--- src/rtl/sound_pkg.sv ---
// Shared codes for the sound arbiter: note codes, stage codes, source codes,
// FSM states and SFX pattern lengths.
package sound_pkg;

    typedef enum logic [3:0] {
        C        = 4'b0000,
        D        = 4'b0001,
        E        = 4'b0010,
        F        = 4'b0011,
        G        = 4'b0100,
        A        = 4'b0101,
        B        = 4'b0110,
        C_H      = 4'b0111,
        D_H      = 4'b1000,
        E_H      = 4'b1001,
        F_H      = 4'b1010,
        G_H      = 4'b1011,
        A_H      = 4'b1100,
        B_H      = 4'b1101,
        C_HIGHER = 4'b1110
    } note_e;

    typedef enum logic [2:0] {
        OPENING = 3'd0,
        STAGE1  = 3'd1,
        STAGE2  = 3'd2,
        STAGE3  = 3'd3,
        FINISH  = 3'd4
    } stage_e;

    // Numeric order doubles as priority order.
    typedef enum logic [1:0] {
        SRC_MUSIC = 2'd0,
        SRC_SHOT  = 2'd1,
        SRC_HIT   = 2'd2,
        SRC_DEATH = 2'd3
    } src_e;

    typedef enum logic {
        ST_MUSIC = 1'b0,
        ST_SFX   = 1'b1
    } state_e;

    localparam int LEN_SHOT  = 2;
    localparam int LEN_HIT   = 3;
    localparam int LEN_DEATH = 4;

endpackage

--- src/rtl/sound_arbiter_if.sv ---
// Bundle between game logic / music sequencers (master) and the arbiter (slave).
// Inputs are level or single-cycle pulses; outputs are all registered by the arbiter.
interface sound_arbiter_if #(parameter int NUM_MUSIC = 5);
    logic [2:0]             cur_stage;
    logic [NUM_MUSIC-1:0]   music_en;
    logic [4*NUM_MUSIC-1:0] music_note;
    logic                   sfx_shot;
    logic                   sfx_hit;
    logic                   sfx_death;
    logic                   mute;
    logic                   sound_en;
    logic [3:0]             note_sel;
    logic [1:0]             active_src;
    logic                   sfx_busy;

    modport master (
        output cur_stage, music_en, music_note, sfx_shot, sfx_hit, sfx_death, mute,
        input  sound_en, note_sel, active_src, sfx_busy
    );

    modport slave (
        input  cur_stage, music_en, music_note, sfx_shot, sfx_hit, sfx_death, mute,
        output sound_en, note_sel, active_src, sfx_busy
    );
endinterface

--- src/rtl/sfx_pattern_rom.sv ---
// Combinational SFX note table: (src, step) -> note code plus last-step flag.
// Zero latency, no flow control.
module sfx_pattern_rom
    import sound_pkg::*;
(
    input  logic [1:0] src,
    input  logic [1:0] step,
    output logic [3:0] note,
    output logic       last_step
);

    always_comb begin
        note      = C;
        last_step = 1'b1;
        case (src)
            SRC_SHOT: begin
                note      = (step == 2'd0) ? G_H : E_H;
                last_step = (step == 2'(LEN_SHOT - 1));
            end
            SRC_HIT: begin
                case (step)
                    2'd0:    note = C_H;
                    2'd1:    note = G;
                    default: note = C;
                endcase
                last_step = (step == 2'(LEN_HIT - 1));
            end
            SRC_DEATH: begin
                case (step)
                    2'd0:    note = C_H;
                    2'd1:    note = A;
                    2'd2:    note = F;
                    default: note = D;
                endcase
                last_step = (step == 2'(LEN_DEATH - 1));
            end
            default: begin
                note      = C;
                last_step = 1'b1;
            end
        endcase
    end

endmodule

--- src/rtl/sound_arbiter.sv ---
// Chooses per clock which source (stage music or shot/hit/death SFX) drives the tone generator.
// One-cycle latency from request/music inputs to registered outputs; no backpressure.
module sound_arbiter
    import sound_pkg::*;
#(
    parameter int NUM_MUSIC = 5,
    parameter int SFX_TICK  = 750_000
) (
    input logic              clk,
    input logic              reset,
    sound_arbiter_if.slave   bus
);

    localparam int             TW        = $clog2(SFX_TICK);
    localparam logic [TW-1:0]  TICK_LAST = TW'(SFX_TICK - 1);

    state_e          state_q, state_d;
    logic [1:0]      src_q, src_d;
    logic [1:0]      step_q, step_d;
    logic [TW-1:0]   timer_q, timer_d;
    logic            last_q, last_d;
    logic            en_q, en_d;
    logic [3:0]      note_q, note_d;

    logic [1:0]      req;
    logic            tick_end;
    logic            pat_end;
    logic [3:0]      rom_note;
    logic            rom_last;

    always_comb begin
        req = SRC_MUSIC;
        if (bus.sfx_death)      req = SRC_DEATH;
        else if (bus.sfx_hit)   req = SRC_HIT;
        else if (bus.sfx_shot)  req = SRC_SHOT;
    end

    // last_q caches the ROM's last-step flag for the step now playing, keeping
    // end-of-pattern detection off the ROM address path.
    assign tick_end = (timer_q == TICK_LAST);
    assign pat_end  = (state_q == ST_SFX) && last_q && tick_end;

    always_comb begin
        state_d = state_q;
        src_d   = src_q;
        step_d  = step_q;
        timer_d = timer_q;
        if (req != SRC_MUSIC &&
            (state_q == ST_MUSIC || req >= src_q || pat_end)) begin
            state_d = ST_SFX;
            src_d   = req;
            step_d  = 2'd0;
            timer_d = '0;
        end else if (state_q == ST_SFX) begin
            if (pat_end) begin
                state_d = ST_MUSIC;
                src_d   = SRC_MUSIC;
                step_d  = 2'd0;
                timer_d = '0;
            end else if (tick_end) begin
                timer_d = '0;
                step_d  = step_q + 2'd1;
            end else begin
                timer_d = timer_q + 1'b1;
            end
        end
    end

    sfx_pattern_rom u_rom (
        .src       (src_d),
        .step      (step_d),
        .note      (rom_note),
        .last_step (rom_last)
    );

    always_comb begin
        last_d = 1'b0;
        en_d   = 1'b0;
        note_d = note_q;
        if (state_d == ST_SFX) begin
            last_d = rom_last;
            en_d   = ~bus.mute;
            note_d = rom_note;
        end else begin
            // Out-of-range stages fall through: silent, last note held.
            for (int i = 0; i < NUM_MUSIC; i++) begin
                if (bus.cur_stage == 3'(i)) begin
                    en_d   = bus.music_en[i] & ~bus.mute;
                    note_d = bus.music_note[4*i +: 4];
                end
            end
        end
    end

    always_ff @(posedge clk or negedge reset) begin
        if (!reset) begin
            state_q <= ST_MUSIC;
            src_q   <= SRC_MUSIC;
            step_q  <= 2'd0;
            timer_q <= '0;
            last_q  <= 1'b0;
            en_q    <= 1'b0;
            note_q  <= 4'd0;
        end else begin
            state_q <= state_d;
            src_q   <= src_d;
            step_q  <= step_d;
            timer_q <= timer_d;
            last_q  <= last_d;
            en_q    <= en_d;
            note_q  <= note_d;
        end
    end

    assign bus.sound_en   = en_q;
    assign bus.note_sel   = note_q;
    assign bus.active_src = src_q;
    assign bus.sfx_busy   = (state_q == ST_SFX);

endmodule

--- src/flat_wrapper.sv ---
// flat-port wrapper written by rule: the top's interface ports become plain ports
module sound_arbiter_flat import sound_pkg::*;
#(
    parameter int NUM_MUSIC = 5,
    parameter int SFX_TICK  = 750_000
)
  (clk, reset, bus_cur_stage, bus_music_en, bus_music_note, bus_sfx_shot, bus_sfx_hit, bus_sfx_death, bus_mute, bus_sound_en, bus_note_sel, bus_active_src, bus_sfx_busy);
  sound_arbiter_if #(.NUM_MUSIC(NUM_MUSIC)) bus_i ();
  input logic clk;
  input logic reset;
  input wire logic [$bits(bus_i.cur_stage)-1:0] bus_cur_stage;
  input wire logic [$bits(bus_i.music_en)-1:0] bus_music_en;
  input wire logic [$bits(bus_i.music_note)-1:0] bus_music_note;
  input wire logic [$bits(bus_i.sfx_shot)-1:0] bus_sfx_shot;
  input wire logic [$bits(bus_i.sfx_hit)-1:0] bus_sfx_hit;
  input wire logic [$bits(bus_i.sfx_death)-1:0] bus_sfx_death;
  input wire logic [$bits(bus_i.mute)-1:0] bus_mute;
  output wire logic [$bits(bus_i.sound_en)-1:0] bus_sound_en;
  output wire logic [$bits(bus_i.note_sel)-1:0] bus_note_sel;
  output wire logic [$bits(bus_i.active_src)-1:0] bus_active_src;
  output wire logic [$bits(bus_i.sfx_busy)-1:0] bus_sfx_busy;
  assign bus_i.cur_stage = bus_cur_stage;
  assign bus_i.music_en = bus_music_en;
  assign bus_i.music_note = bus_music_note;
  assign bus_i.sfx_shot = bus_sfx_shot;
  assign bus_i.sfx_hit = bus_sfx_hit;
  assign bus_i.sfx_death = bus_sfx_death;
  assign bus_i.mute = bus_mute;
  assign bus_sound_en = bus_i.sound_en;
  assign bus_note_sel = bus_i.note_sel;
  assign bus_active_src = bus_i.active_src;
  assign bus_sfx_busy = bus_i.sfx_busy;
  sound_arbiter #(.NUM_MUSIC(NUM_MUSIC), .SFX_TICK(SFX_TICK)) u_core (.clk(clk), .reset(reset), .bus(bus_i));
endmodule
--- config.mk ---
export PLATFORM = sky130hd
export DESIGN_NAME = sound_arbiter_flat
export DESIGN_NICKNAME = d
export VERILOG_FILES = /design/src/rtl/sound_pkg.sv /design/src/rtl/sound_arbiter_if.sv /design/src/rtl/sfx_pattern_rom.sv /design/src/rtl/sound_arbiter.sv /design/src/flat_wrapper.sv
export SDC_FILE = /design/constraint.sdc
export NUM_CORES = 1
export LEC_CHECK = 0
export ABC_AREA = 0
export BUFFER_PORTS_ARGS = -buffer_cell sky130_fd_sc_hd__buf_2
export CELL_PAD_IN_SITES_DETAIL_PLACEMENT = 1
export CELL_PAD_IN_SITES_GLOBAL_PLACEMENT = 2
export CORE_ASPECT_RATIO = 0.5
export CORE_MARGIN = 1.5
export CORE_UTILIZATION = 35
export CTS_CLUSTER_DIAMETER = 30
export DETAILED_ROUTE_END_ITERATION = 7
export PLACE_DENSITY_LB_ADDON = 0.1
export SYNTH_ARGS = -nofsm -noshare
export SYNTH_HDL_FRONTEND = slang
export SYNTH_HIERARCHICAL = 1
export SYNTH_SLANG_ARGS = --single-unit
--- constraint.sdc ---
create_clock -name clk -period 4 [get_ports clk]
set_input_delay 0.6 -clock clk [delete_from_list [all_inputs] [get_ports clk]]
set_output_delay 0.6 -clock clk [all_outputs]
set_load 0.1 [all_outputs]
# Word-level counts from Yosys, hierarchy flattened
# Cells that the tools add are included.
# totals
ff_bits	31
input_bits	34
# classes
n_lt_le_gt_ge	1
n_mux	35
n_eq_ne	11
reduce_logical	10
addsub	2
n_bitwise	7
# ops
cell	n
$mux 20	4
$mux 4	6
$add 20x1->20 const B	1
$eq 20x20->1 const B	1
$mux 2	10
$pmux 4 s3	1
$mux 1	11
$pmux 3 s3	1
$eq 2x2->1 const B	4
$eq 3x2->1 const B	2
$pmux 3 s2	1
$reduce_bool 6->1	1
$and 1x1->1	5
$eq 2x1->1 const B	2
$reduce_bool 2->1	2
$eq 3x1->1 const B	1
$eq 3x3->1 const B	1
$logic_and 1x1->1	3
$logic_not 3->1	1
$pmux 1 s3	1
$add 2x1->2 const B	1
$ge 2x2->1	1
$logic_not 2->1	1
$logic_or 1x1->1	2
$not 1->1	2

# Longest topological paths before layout
# depth
depth_word	12
depth_mapped	12

# Hierarchy
# The synthesis kept the hierarchy.
# modules_own_cells
module	instances	cells_per_inst	area_per_inst_um2
sound_arbiter	1	243	2079.5
sfx_pattern_rom	1	11	68.8

# Worst setup path before layout
# OpenSTA, ideal clock, no wires.
# synth_timing
kind	reg-to-reg
from	register u_core.src_q[0], in the netlist u_core/bus.active_src[0]
to	register u_core.note_q[1], in the netlist u_core/bus.note_sel[1]
synth_period_minus_slack_ns	2.930
arrival_ns	2.806
setup_time_ns	0.125
stages_incl_launch_ff	10
path_buffers	0
slack_ns	1.070
cell_sequence	dfrtp_1 ha_1 nand2b_1 a211o_1 nand2_1 a21boi_0 inv_1 o21ai_0 a21oi_1 mux2_2
# synth_via
elab_chain_len	9
word_cells_on_any_way	21
cone_classes	order compare (1); eq/ne (5); mux (10); reduce/logical (5)
# synth_rtl
item	line_no	rtl
start: declaration	sound_arbiter.sv:18	logic [1:0] src_q, src_d;
start signal: assignment	sound_arbiter.sv:106	src_q <= src_d;
$ge 2x2->1 *	sound_arbiter.sv:49	(state_q == ST_MUSIC || req >= src_q || pat_end)) begin
$logic_or 1x1->1 * (2 in a row)	sound_arbiter.sv:49	
$logic_and 1x1->1 *	sound_arbiter.sv:48	if (req != SRC_MUSIC &&
$mux 2 *	sound_arbiter.sv:48	
net u_core.step_d[1]	sound_arbiter.sv:19	logic [1:0] step_q, step_d;
$eq 2x2->1, or another cell as far along	sfx_pattern_rom.sv:29	case (step)
$pmux 3 s3, or another cell as far along	sfx_pattern_rom.sv:29	
$pmux 4 s3 *	sfx_pattern_rom.sv:15	case (src)
net u_core.rom_note[1]	sound_arbiter.sv:28	logic [3:0] rom_note;
$mux 4 *	sound_arbiter.sv:80	if (state_d == ST_SFX) begin
end signal: assignment	sound_arbiter.sv:111	note_q <= note_d;
end: declaration	sound_arbiter.sv:23	logic [3:0] note_q, note_d;
# The timed path passes the listed nets; every way through them passes the cells marked *.
# A chain may end at the register's enable or synchronous reset.

# Worst setup path in the final report
# layout_timing
from	register u_core.timer_q[0]
to	register u_core.note_q[1], in the netlist u_core/bus.note_sel[1]
# layout_via
elab_chain_len	9
word_cells_on_any_way	26
cone_classes	eq/ne (6); mux (15); reduce/logical (5)
# layout_rtl
item	line_no	rtl
start: declaration	sound_arbiter.sv:20	logic [TW-1:0] timer_q, timer_d;
start signal: assignment	sound_arbiter.sv:108	timer_q <= timer_d;
$eq 20x20->1 *	sound_arbiter.sv:40	assign tick_end = (timer_q == TICK_LAST);
$mux 2 / $logic_and 1x1->1 (equally long branches)	sound_arbiter.sv:60, sound_arbiter.sv:41	
$mux 2 / $logic_or 1x1->1 (equally long branches)	sound_arbiter.sv:55, sound_arbiter.sv:49	
$mux 2 / $logic_and 1x1->1 (equally long branches)	sound_arbiter.sv:54, sound_arbiter.sv:48	
$mux 2 *	sound_arbiter.sv:48	
net u_core.step_d[1]	sound_arbiter.sv:19	
$eq 2x2->1, or another cell as far along	sfx_pattern_rom.sv:29	
$pmux 3 s3, or another cell as far along	sfx_pattern_rom.sv:29	
$pmux 4 s3 *	sfx_pattern_rom.sv:15	
net u_core.rom_note[1]	sound_arbiter.sv:28	
$mux 4 *	sound_arbiter.sv:80	
# Marks and branches as above.

==> out/metrics.cfg <==
[cts]
clkTransAtPathRegs_ps=50
cts_made_buffers=5
insertion_delay_ps=270
h-tree-depth=2
clockBufferDepth=2
cts_resized=0
cts_setup_buffers=0
cts-hold-fix-buffers=0
root_buffer=clkbuf_16
clock_sinks=31
cts_tree=done

[route]
vias=2117
avgRoutedWirePerCell_um=17.4
viasPerCell=5.77
first_pass_iters=4
drc_errors=0
final_antenna_net_count=0
drt-initial-drc-count=126
wl_met3_um=355
wirelength_um=6400
wl_met2_um=2930
highest_layer=met4
m1WireLength_um=3080

[worst_setup_path]
path_max_fanout=7
cp_top_family=simple AND/OR/NAND/NOR gates
required_ps=4160
cpPeakStageDelay_ps=530
cpMaxStageDelayCell=a21boi_0
crit_chain=ha_1 -> nand4b_1 -> nand2b_1 -> nor2_1 -> nand4_1 -> a21boi_0 -> inv_1 -> o21ai_0 -> a21oi_1 -> mux2_2
start_kind=register
crit_arrival_ps=3110
cp_num_buf_inv=1
end_kind=register
criticalPathCategory=reg -> reg

[power_and_ir_drop]
comb_power_share_pct=31.8
total_power_mw=1.22
clockPowerShare_pct=36.8
p_sw_share_pct=36.4
switchingPower_mw=0.444
p_seq_share_pct=31.4
p_leak_nw=1.09
p_per_area_nw_per_um2=472
ir_drop_mv=0.163
intPower_mw=0.776

[final_layout]
drive_gt1_share_pct=23.5
fin_util_pct=45.4
area.growth.synth_to_final_pct=20.4
diodes=0
final_nets=330
final_area_um2=2590

[synthesis]
synth.avg_cell_area_um2=8.46
synth_warnings=6
ys_seq_area_share_pct=36.1
synth_ff_type=dfrtp_1
synth_cell_types=55
synth.area.top_cells=dfrtp_1 36%, a31oi_1 4.4%, mux2_2 4.2%
yosysTopAreaCellShare_pct=36.1
synth-edff-count=0
async_flop_share_pct=100
synthTopCellsByCount=31 x dfrtp_1, 23 x nand2_1, 21 x nor2_1
ys_seq_elements=31
syn-cell-area_um2=2150
synthesis.nets=291
syn_inst=254
yosysMostFrequentCell=dfrtp_1
synth_top_area_cell=dfrtp_1

[placed_design]
place_congestion=0.815
numPortBuffers=41
placed_area_um2=2410
dp_hpwl_um=4730

[timing]
finalSetupTns_ps=0
timing_worst_slew_pin_value_ps=755
rsz0062_at_grt=false
period_share_pct=73.6
final_hold_viol_count=0
fin_crit_ps=2950
fmax_ghz=0.339
setup_violations=0
final_max_slew_viol_count=0
relSlewSlack_pct=49.5
fin_skew_ps=3.61

[global_routing]
overflow=0
grt_max_degree=32
grt_pass1_vias=2229
antenna_found_initial=0
grt_pass1_wl_um=11000
grt_use_total_pct=21.1

[floorplanning]
row_count=19
io_pins=42
die_y_um=58.4
die_x_um=114
start_util_pct=37.7
dieArea_um2=6650
coreArea_um2=5710

[flow_run]
cap_viol_max_count=0

[min_path]
hold_path_class=in -> async

[outcome]
status=finished, final reports clean

-- cell usage in the layout, fill, tap and decap left out, drive strengths merged, types with 2 or more instances in the layout --
| master | count |
|---|---|
| o22ai | 4 |
| inv | 10 |
| mux2i | 7 |
| o41ai | 3 |
| nor3 | 4 |
| nand2 | 24 |
| a22oi | 3 |
| a21oi | 16 |
| buf | 43 |
| a211o | 2 |
| nand4 | 9 |
| mux2 | 8 |
| ha | 3 |
| nor2 | 21 |
| o21ba | 2 |
| and3 | 3 |
| or3 | 4 |
| a21o | 2 |
| or4 | 3 |
| clkbuf | 6 |
| nor4 | 3 |
| and2 | 3 |
| dfrtp | 31 |
| a31oi | 15 |
| nand3 | 9 |
| nand2b | 10 |
| nor3b | 2 |
| nor2b | 6 |
| o21ai | 17 |
-- registers in the layout, summed over array words and instances, names as in the netlist --
signal and flops:
u_core/bus.sound_en 1, u_core/bus.note_sel 4, u_core/bus.sfx_busy 1, u_core/last_q 1
u_core/bus.active_src 2, u_core/step_q 2, u_core/timer_q 20
-- final timing paths --
| path | startpoint | to | slack, ps | depth (start not counted) |
|---|---|---|---|---|
| max | u_core/timer_q[0] | u_core/bus.note_sel[1] | 1050 | 10 |
| min | reset | u_core/timer_q[19] | 380 | 1 |
| max reg2reg | u_core/timer_q[0] | u_core/bus.note_sel[1] | 1050 | 10 |
| min reg2reg | u_core/timer_q[19] | u_core/timer_q[19] | 510 | 1 |
| max in group asynchronous | reset | u_core/timer_q[18] | 3140 | 1 |
| min in group clk | u_core/timer_q[19] | u_core/timer_q[19] | 510 | 1 |
-- through the flow --
step	hold slack (ps)	setup WS, ps	instances
2_1_floorplan	304	1070	254
3_3_place_gp	472	957	359
3_5_place_dp	504	835	359
4_1_cts	419	1070	367
5_1_grt	440	786	367
6_report	385	1050	367
-- layer usage --
layer	global-route usage, %	vias to the layer above
li1	-	1029
met3	6.18	5
met2	36.3	51
met4	5.00	0
met5	0	-
met1	26.6	1032
-- cell type report --
class                      instances  area [um^2]
clock buffer                       6          139
sequential                        31          776
clock inverter                     2         35.0
inverter                          10         37.5
timing repair buffer              43          220
multi-input combinational        202         1290
fill                             690         3120
tap                               73         91.3
-- power by group through the flow --
stage / Clock, mW / Sequential, mW / Combinational [mW]
5_1_grt: 0.476 / 0.388 / 0.426
2_1_floorplan: 0 / 0.480 / 0.187
6_report: 0.449 / 0.383 / 0.388
4_1_cts: 0.460 / 0.383 / 0.389
3_5_place_dp: 0 / 0.387 / 0.388
3_3_place_gp: 0 / 0.387 / 0.380
-- cell families (layout without fill, tap and decap cells) --
kind of cell	after synthesis	after routing	synth area share, %
adders and majority gates	3	3	1.75
muxes	16	16	8.50
DFF	31	31	36.1
AOI/OAI and AO/OA	76	76	22.8
buffers and inverters	21	61	3.90
and+or+nand+nor	107	107	27.0
(Power assumes the default switching activity.)
